===== src/rtl/comm_frame_tx.sv =====
// Transmit framer: sends [LEN][TYPE][PAYLOAD...] byte-by-byte through a uart tx handshake.
// Optional trailing XOR checksum byte is enabled by defining COMM_TX_CHECKSUM_EN.
module comm_frame_tx #(
    parameter int MAX_PAYLOAD = 254
) (
    input  logic       clk,
    input  logic       reset,
    input  logic       start,
    input  logic [7:0] msg_type,
    input  logic [7:0] payload_len,
    input  logic [7:0] pl_data,
    input  logic       pl_valid,
    output logic       pl_ready,
    output logic [7:0] tx_data,
    output logic       send_data,
    input  logic       busy,
    output logic       frame_busy,
    output logic       frame_done,
    output logic       frame_err
);

    typedef enum logic [2:0] {
        S_IDLE,
        S_LEN,
        S_TYPE,
        S_DATA,
        S_WAIT_HI,
        S_WAIT_LO
`ifdef COMM_TX_CHECKSUM_EN
        , S_CSUM
`endif
    } state_t;

`ifdef COMM_TX_CHECKSUM_EN
    localparam state_t     AFTER_DATA = S_CSUM;
    localparam logic [7:0] LEN_EXTRA  = 8'd2;
    localparam logic [8:0] LIMIT      = 9'(MAX_PAYLOAD - 1);
`else
    localparam state_t     AFTER_DATA = S_IDLE;
    localparam logic [7:0] LEN_EXTRA  = 8'd1;
    localparam logic [8:0] LIMIT      = 9'(MAX_PAYLOAD);
`endif

    state_t     r_state;
    state_t     r_ret;
    logic [7:0] r_type;
    logic [7:0] r_len;
    logic [7:0] r_cnt;
    logic [7:0] r_tx_data;
    logic       r_send;
    logic       r_frame_busy;
    logic       r_done;
    logic       r_err;
`ifdef COMM_TX_CHECKSUM_EN
    logic [7:0] r_csum;
`endif
    logic       w_len_ok;

    assign w_len_ok   = ({1'b0, payload_len} <= LIMIT);
    // Ready only while the FSM is parked in DATA, which implies no byte in flight.
    assign pl_ready   = (r_state == S_DATA) && !busy;
    assign tx_data    = r_tx_data;
    assign send_data  = r_send;
    assign frame_busy = r_frame_busy;
    assign frame_done = r_done;
    assign frame_err  = r_err;

    always_ff @(posedge clk) begin
        if (reset) begin
            r_state      <= S_IDLE;
            r_ret        <= S_IDLE;
            r_type       <= 8'd0;
            r_len        <= 8'd0;
            r_cnt        <= 8'd0;
            r_tx_data    <= 8'd0;
            r_send       <= 1'b0;
            r_frame_busy <= 1'b0;
            r_done       <= 1'b0;
            r_err        <= 1'b0;
`ifdef COMM_TX_CHECKSUM_EN
            r_csum       <= 8'd0;
`endif
        end else begin
            r_send <= 1'b0;
            r_done <= 1'b0;
            r_err  <= 1'b0;
            case (r_state)
                S_IDLE: begin
                    if (start) begin
                        if (w_len_ok) begin
                            r_type       <= msg_type;
                            r_len        <= payload_len;
                            r_cnt        <= payload_len;
                            r_frame_busy <= 1'b1;
                            r_state      <= S_LEN;
`ifdef COMM_TX_CHECKSUM_EN
                            r_csum       <= msg_type;
`endif
                        end else begin
                            r_err <= 1'b1;
                        end
                    end
                end
                S_LEN: begin
                    if (!busy) begin
                        r_tx_data <= r_len + LEN_EXTRA;
                        r_send    <= 1'b1;
                        r_ret     <= S_TYPE;
                        r_state   <= S_WAIT_HI;
                    end
                end
                S_TYPE: begin
                    if (!busy) begin
                        r_tx_data <= r_type;
                        r_send    <= 1'b1;
                        r_ret     <= (r_cnt == 8'd0) ? AFTER_DATA : S_DATA;
                        r_state   <= S_WAIT_HI;
                    end
                end
                S_DATA: begin
                    if (pl_valid && !busy) begin
                        r_tx_data <= pl_data;
                        r_send    <= 1'b1;
                        r_cnt     <= r_cnt - 8'd1;
                        r_ret     <= (r_cnt == 8'd1) ? AFTER_DATA : S_DATA;
                        r_state   <= S_WAIT_HI;
`ifdef COMM_TX_CHECKSUM_EN
                        r_csum    <= r_csum ^ pl_data;
`endif
                    end
                end
`ifdef COMM_TX_CHECKSUM_EN
                S_CSUM: begin
                    if (!busy) begin
                        r_tx_data <= r_csum;
                        r_send    <= 1'b1;
                        r_ret     <= S_IDLE;
                        r_state   <= S_WAIT_HI;
                    end
                end
`endif
                S_WAIT_HI: begin
                    if (busy) begin
                        r_state <= S_WAIT_LO;
                    end
                end
                S_WAIT_LO: begin
                    // A return state of IDLE marks the byte just finished as the frame's last.
                    if (!busy) begin
                        if (r_ret == S_IDLE) begin
                            r_done       <= 1'b1;
                            r_frame_busy <= 1'b0;
                        end
                        r_state <= r_ret;
                    end
                end
                default: r_state <= S_IDLE;
            endcase
        end
    end

endmodule


===== config.mk =====
export PLATFORM = sky130hd
export DESIGN_NAME = comm_frame_tx
export DESIGN_NICKNAME = d
export VERILOG_FILES = /design/src/rtl/comm_frame_tx.sv
export SDC_FILE = /design/constraint.sdc
export NUM_CORES = 1
export LEC_CHECK = 0
export CAP_MARGIN = 20
export CORE_MARGIN = 3
export CORE_UTILIZATION = 54
export DETAILED_ROUTE_END_ITERATION = 12
export GPL_TIMING_DRIVEN = 0
export MAX_ROUTING_LAYER = met4
export PLACE_DENSITY = 0.83
export SLEW_MARGIN = 20
export SYNTH_ARGS = -nofsm -noshare
export SYNTH_HDL_FRONTEND = slang
export SYNTH_SLANG_ARGS = --single-unit

===== constraint.sdc =====
create_clock -name clk -period 5.2 [get_ports clk]
set_clock_uncertainty 0.05 [all_clocks]
set_input_delay 1.04 -clock clk [delete_from_list [all_inputs] [get_ports clk]]
set_output_delay 1.04 -clock clk [all_outputs]
set_load 0.02 [all_outputs]

==> results of run 1 <==
-- worst max-delay path, delay by kind of cell --
family | cells | cell delay (ns)
buffers and inverters | 2 | 1.14
AND/OR/NAND/NOR | 1 | 0.15
-- cells by family after synthesis --
group                    synth area share, %
AO/OA/AOI/OAI                          19.05
flip-flops                             39.54
buffers and inverters                  4.340
multiplexers                           4.883
adder cells (fa/ha/maj)                1.809
AND/OR/NAND/NOR                        27.85
XOR/XNOR                               2.532
-- sequential cells by signal, indices dropped and copies added (netlist names) --
signal / flops
r_type: 8
tx_data: 8
frame_err: 1
send_data: 1
r_len: 8
frame_busy: 1
frame_done: 1
r_cnt: 8
r_state: 3
r_ret: 2
-- metal layers --
metal  routed length, um  vias to the layer above  track usage [%]
met4                  72                        0            9.181
met2                2459                       64            38.87
met1                2357                      954            33.37
li1                    -                     1040                -
met5                   0                        -                -
met3                 324                        8            5.583
-- stage by stage --
step	setup WS, ns	hold slack, ns	power [mW]	std cells
after floorplan	2.674	0.3857	0.6553	273
after global placement	1.767	0.3931	0.7603	360
after detailed placement	1.772	0.3983	0.7657	360
after CTS	1.768	0.4093	0.9775	367
after global routing	1.700	0.4242	1.040	367
final	1.774	0.4100	0.9766	367
-- cell type report --
| type | count | area (um^2) | share of cell area [%] |
|---|---|---|---|
| Sequential cell | 41 | 820.8 | 31.16 |
| Clock inverter | 1 | 7.507 | 0.2850 |
| Clock buffer | 6 | 82.58 | 3.135 |
| Buffer | 16 | 75.07 | 2.850 |
| Inverter | 4 | 15.01 | 0.5701 |
| Timing Repair Buffer | 41 | 410.4 | 15.58 |
| Tap cell | 46 | 57.56 | 2.185 |
| Multi-Input combinational cell | 212 | 1165 | 44.23 |
-- how the worst max path moves through the flow --
stage	startpoint	endpoint	cells past startpoint
3_5_place_dp	busy	pl_ready	3
4_1_cts	busy	pl_ready	3
2_1_floorplan	start	r_cnt[0]	6
3_3_place_gp	busy	pl_ready	3
5_1_grt	busy	pl_ready	3
6_report	busy	pl_ready	3
-- power by group through the flow --
stage / Combinational [mW] / Sequential (mW) / Clock [mW]
finish: 0.365 / 0.398 / 0.213
global placement: 0.357 / 0.403 / 0
floorplan: 0.248 / 0.407 / 0
global route: 0.404 / 0.404 / 0.232
CTS: 0.364 / 0.398 / 0.216
detailed placement: 0.361 / 0.405 / 0
-- placed cells by master, fill, tap and decap left out, types with 2 or more instances in the layout --
master / instances
o21ai_1: 3
o211ai_1: 6
nor2_1: 22
or3_1: 3
nor4_1: 3
xnor2_1: 4
and3_1: 2
nand2_1: 65
xor2_1: 2
dfxtp_1: 41
mux2i_1: 9
clkdlybuf4s50_1: 41
inv_1: 4
clkbuf_1: 13
o21ai_0: 13
nand4_1: 2
buf_6: 2
nand3_1: 9
nor3_1: 6
clkbuf_8: 6
nor2b_1: 5
ha_1: 3
nand2b_1: 2
a21oi_1: 33
a211oi_1: 3
==> results.yml, run 1 <==
finish:
  final_layout_size_suffix_gt1_share_pct: 4.361
  final_area_mm2: 0.002634
  nets: 353
  final_util_pct: 74.80
  antenna_cells: 0
  n_fill_cell: 286
  syn2layout_area_growth_pct: 26.88
global_route:
  antenna_found_initial: 0
  grt.total_usage_pct: 25.56
  overflow: 0
  grt_first_pass_wirelength_mm: 8.597
  grt_pass1_vias: 1872
  grt_max_degree: 13
synthesis:
  synthesis.area_mm2: 0.002076
  synth_common_cells: "nand2_1 (65), dfxtp_1 (41), a21oi_1 (33)"
  synth_cells: 273
  synth_seq_cells: 41
  synthTopCellsByArea: "dfxtp_1 (40%), nand2_1 (12%), a21oi_1 (8.0%)"
  ys.flop_type: "dfxtp_1"
  synth_nets: 305
  synth-edff-count: 0
  ys_warn_count: 0
  yosys.area.top_type_share_pct: 39.54
  seq_area_frac_synth_pct: 39.54
  yosysMostFrequentCell: "nand2_1"
  synth_top_area_cell: "dfxtp_1"
  ys_types: 41
  syn_area_per_cell_um2: 7.603
  async_reset_ff_share_pct: 0
placement:
  dp.final_hpwl_mm: 3.807
  placed_area_mm2: 0.002544
  io_buffers: 41
  place_congestion: 0.9107
setup_path:
  cpPeakStageDelay_ns: 0.61
  crit_path_max_fanout: 8
  cp_slowest_cell: "clkdlybuf4s50_1"
  worst_setup_path_end_kind: "output port"
  path_cells: "clkdlybuf4s50_1 -> nor2_1 -> clkdlybuf4s50_1"
  r2r-end: "r_len[4]"
  ff2ff_path_depth: 6
  critical_path_required_ns: 4.11
  crit_top_cell: "clkdlybuf4s50_1"
  reg2reg_slack_ns: 2.96
  r2r-start: "r_state[0]"
  critPathLaunchType: "primary input"
  worst_ep_arrival_time_ns: 2.34
  path_class: "in -> out"
floorplan:
  die-area_mm2: 0.004624
  coreArea_mm2: 0.003521
  die_w_um: 68
  start_util_pct: 58.96
  dieHeight_um: 68
  io_pins: 42
  rows: 21
worst_hold_path:
  holdPathEnd: "r_type[3]"
  hp-class: "reg -> reg"
  holdCritStartpoint: "r_type[3]"
  whs_path_depth: 2
detailed_routing:
  drt-total-wl_mm: 5.213
  vias: 2066
  drt-pass1-iter-count: 4
  vias_per_cell: 5.629
  drtIter0Drc: 216
  detail_route.wl_per_cell_um: 14.20
  drt.antenna.violating_nets: 0
  drc: 0
clock_network:
  clockRootBuffer: "clkbuf_8"
  cts.sinks: 41
  htreeDepth: 2
  postCtsSetupRepairBufs: 0
  numCtsBuffers: 5
  cts_resized: 0
  ctsHoldBuffers: 0
  cts_tree: "built"
  clk_pin_slew_ns: 0.07
  clk_path_buf_depth: 2
  clock_latency_ns: 0.29
power_and_ir_drop:
  swShare_pct: 35.86
  netSwitchingPower_mw: 0.3502
  p_int_mw: 0.6264
  seqPwrFrac_pct: 40.8
  combPwrFrac_pct: 37.4
  ir_worst_vdd_mv: 0.2157
  leakage_nw: 0.9589
  clockPowerShare_pct: 21.8
  powerDensity_mw_per_mm2: 370.8
timing:
  hold_viol: 0
  tightest_slew_ns: 0.7880
  setup_viol: 0
  drv_slew: 0
  min_period_ns: 3.426
  fin_crit_sh_pct: 65.89
  fmax_mhz: 291.9
  rsz0062_at_grt: "no"
  setup_tns_ns: 0
  max-slew-margin-rel_pct: 47.47
run:
  max_cap_violations: 0
status:
  outcome: "completed"
Power figures use the tool's default switching activity.
==> run 2, diff against run 1 <==
--- a/config.mk
+++ b/config.mk
@@ -7,11 +7,11 @@
 export LEC_CHECK = 0
 export CAP_MARGIN = 20
 export CORE_MARGIN = 3
-export CORE_UTILIZATION = 54
+export CORE_UTILIZATION = 51
 export DETAILED_ROUTE_END_ITERATION = 12
 export GPL_TIMING_DRIVEN = 0
 export MAX_ROUTING_LAYER = met4
-export PLACE_DENSITY = 0.83
+export PLACE_DENSITY = 0.79
 export SLEW_MARGIN = 20
 export SYNTH_ARGS = -nofsm -noshare
 export SYNTH_HDL_FRONTEND = slang
==> constraint.sdc (replaced) <==
create_clock -name clk -period 3.5 [get_ports clk]
set_clock_uncertainty 0.05 [all_clocks]
set_input_delay 0.7 -clock clk [delete_from_list [all_inputs] [get_ports clk]]
set_output_delay 0.7 -clock clk [all_outputs]
set_load 0.02 [all_outputs]
==> results.yml, run 2 (synthesis gave the netlist of run 1 again) <==
status:
  outcome: "completed"
setup_path:
  reg2reg_slack_ns: 1.33
  worst_setup_path_end_kind: "output port"
  r2r-start: "r_state[0]"
  critical_path_required_ns: 2.75
  worst_ep_arrival_time_ns: 2.23
  path_class: "reg -> out"
  critPathLaunchType: "flop"
  r2r-end: "r_len[6]"
  crit_start: "r_state[1]"
  crit_path_max_fanout: 10
  ff2ff_path_depth: 6
clock_network:
  ctsHoldBuffers: 0
  clockRootBuffer: "clkbuf_8"
  numCtsBuffers: 5
  postCtsSetupRepairBufs: 0
  cts_tree: "built"
  htreeDepth: 2
  clk_path_buf_depth: 2
  cts.sinks: 41
  clk_pin_slew_ns: 0.08
  clock_latency_ns: 0.30
  cts_resized: 0
run:
  max_cap_violations: 0
global_route:
  grt_max_degree: 13
  grt_first_pass_wirelength_mm: 8.887
  antenna_found_initial: 0
  grt.total_usage_pct: 22.89
  overflow: 0
  grt_pass1_vias: 1947
placement:
  dp.final_hpwl_mm: 3.796
  io_buffers: 41
  placed_area_mm2: 0.002546
  post-place-ws_ns: 0.5705
  dp_cells: 362
  place_congestion: 0.8734
timing:
  setup_viol: 0
  setup_tns_ns: 0
  rsz0062_at_grt: "no"
  setup_ws_ns: 0.5234
  hold_viol: 0
  min_period_ns: 2.977
  max-slew-margin-rel_pct: 47.25
  tightest_slew_ns: 0.7912
  fin_crit_sh_pct: 85.05
  drv_slew: 0
  fmax_mhz: 336.0
  whs_ns: 0.4095
power_and_ir_drop:
  ir_worst_vdd_mv: 0.3161
  leakage_nw: 0.9589
  powerDensity_mw_per_mm2: 551.9
  power_mw: 1.455
finish:
  antenna_cells: 0
  nets: 353
  final_area_mm2: 0.002636
  layout_commonest_cell: "nand2_1"
  n_fill_cell: 347
  final_layout_size_suffix_gt1_share_pct: 4.361
  instances_no_fill: 369
  syn2layout_area_growth_pct: 27.00
  final_util_pct: 69.40
  final_cell_mix: "nand2_1 (65), dfxtp_1 (41), clkdlybuf4s50_1 (41)"
floorplan:
  die_w_um: 69.80
  die-area_mm2: 0.004871
  coreArea_mm2: 0.003799
  rows: 22
  dieHeight_um: 69.80
  io_pins: 42
  start_util_pct: 54.64
worst_hold_path:
  whs_path_depth: 2
  holdPathEnd: "r_type[4]"
  holdCritStartpoint: "r_type[4]"
  hp-class: "reg -> reg"
detailed_routing:
  drt-total-wl_mm: 5.232
  drtIter0Drc: 128
  vias_per_cell: 5.669
  drt-pass1-iter-count: 4
  vias: 2092
  detail_route.wl_per_cell_um: 14.18
  drc: 0
  drt.antenna.violating_nets: 0
[run 2: cell counts in the layout (fill, tap and decap cells not counted)]
No cell type changed its count.
[run 2: final cells by class]
cell class | count | area [um^2] | share of cell area (%)
Clock buffer | 6 | 82.58 | 3.132
Buffer | 16 | 75.07 | 2.848
Inverter | 4 | 15.01 | 0.5695
Clock inverter | 1 | 7.507 | 0.2848
Timing Repair Buffer | 41 | 410.4 | 15.57
Sequential cell | 41 | 820.8 | 31.13
Tap cell | 48 | 60.06 | 2.278
Multi-Input combinational cell | 212 | 1165 | 44.19
[run 2: report_power, final]
group	leakage (nW)	internal [mW]	switching, mW	total [mW]
Sequential	0.335	0.538	0.0525	0.590
Clock	0.0433	0.156	0.167	0.323
Combinational	0.580	0.236	0.306	0.542
Total	0.959	0.930	0.525	1.46
[run 2: worst max-delay path by stage]
| stage | to | slack, ns | cells past startpoint |
|---|---|---|---|
| floorplan | r_cnt[0] | 1.31 | 6 |
| finish | pl_ready | 0.52 | 5 |
| global placement | r_len[4] | 0.56 | 6 |
| detailed placement | r_len[6] | 0.57 | 6 |
| CTS | pl_ready | 0.53 | 5 |
| global route | pl_ready | 0.36 | 5 |
[run 2: layer usage]
metal  wire (um)  global-route usage [%]  part of all wire [%]  up-vias
met1        2422                   29.38                    46      979
met3         280                   5.797                   5.4       10
met4          87                   5.957                   1.7        0
met2        2442                   35.99                    47       61
li1            -                       -                     -     1042
met5           0                       -                     0        -
[run 2: worst max-delay path, cell delays in order (launching register included)]
cell	delay, ns
dfxtp_1	0.35
clkbuf_1	0.34
nand3b_1	0.21
clkbuf_1	0.27
nor2_1	0.14
clkdlybuf4s50_1	0.62
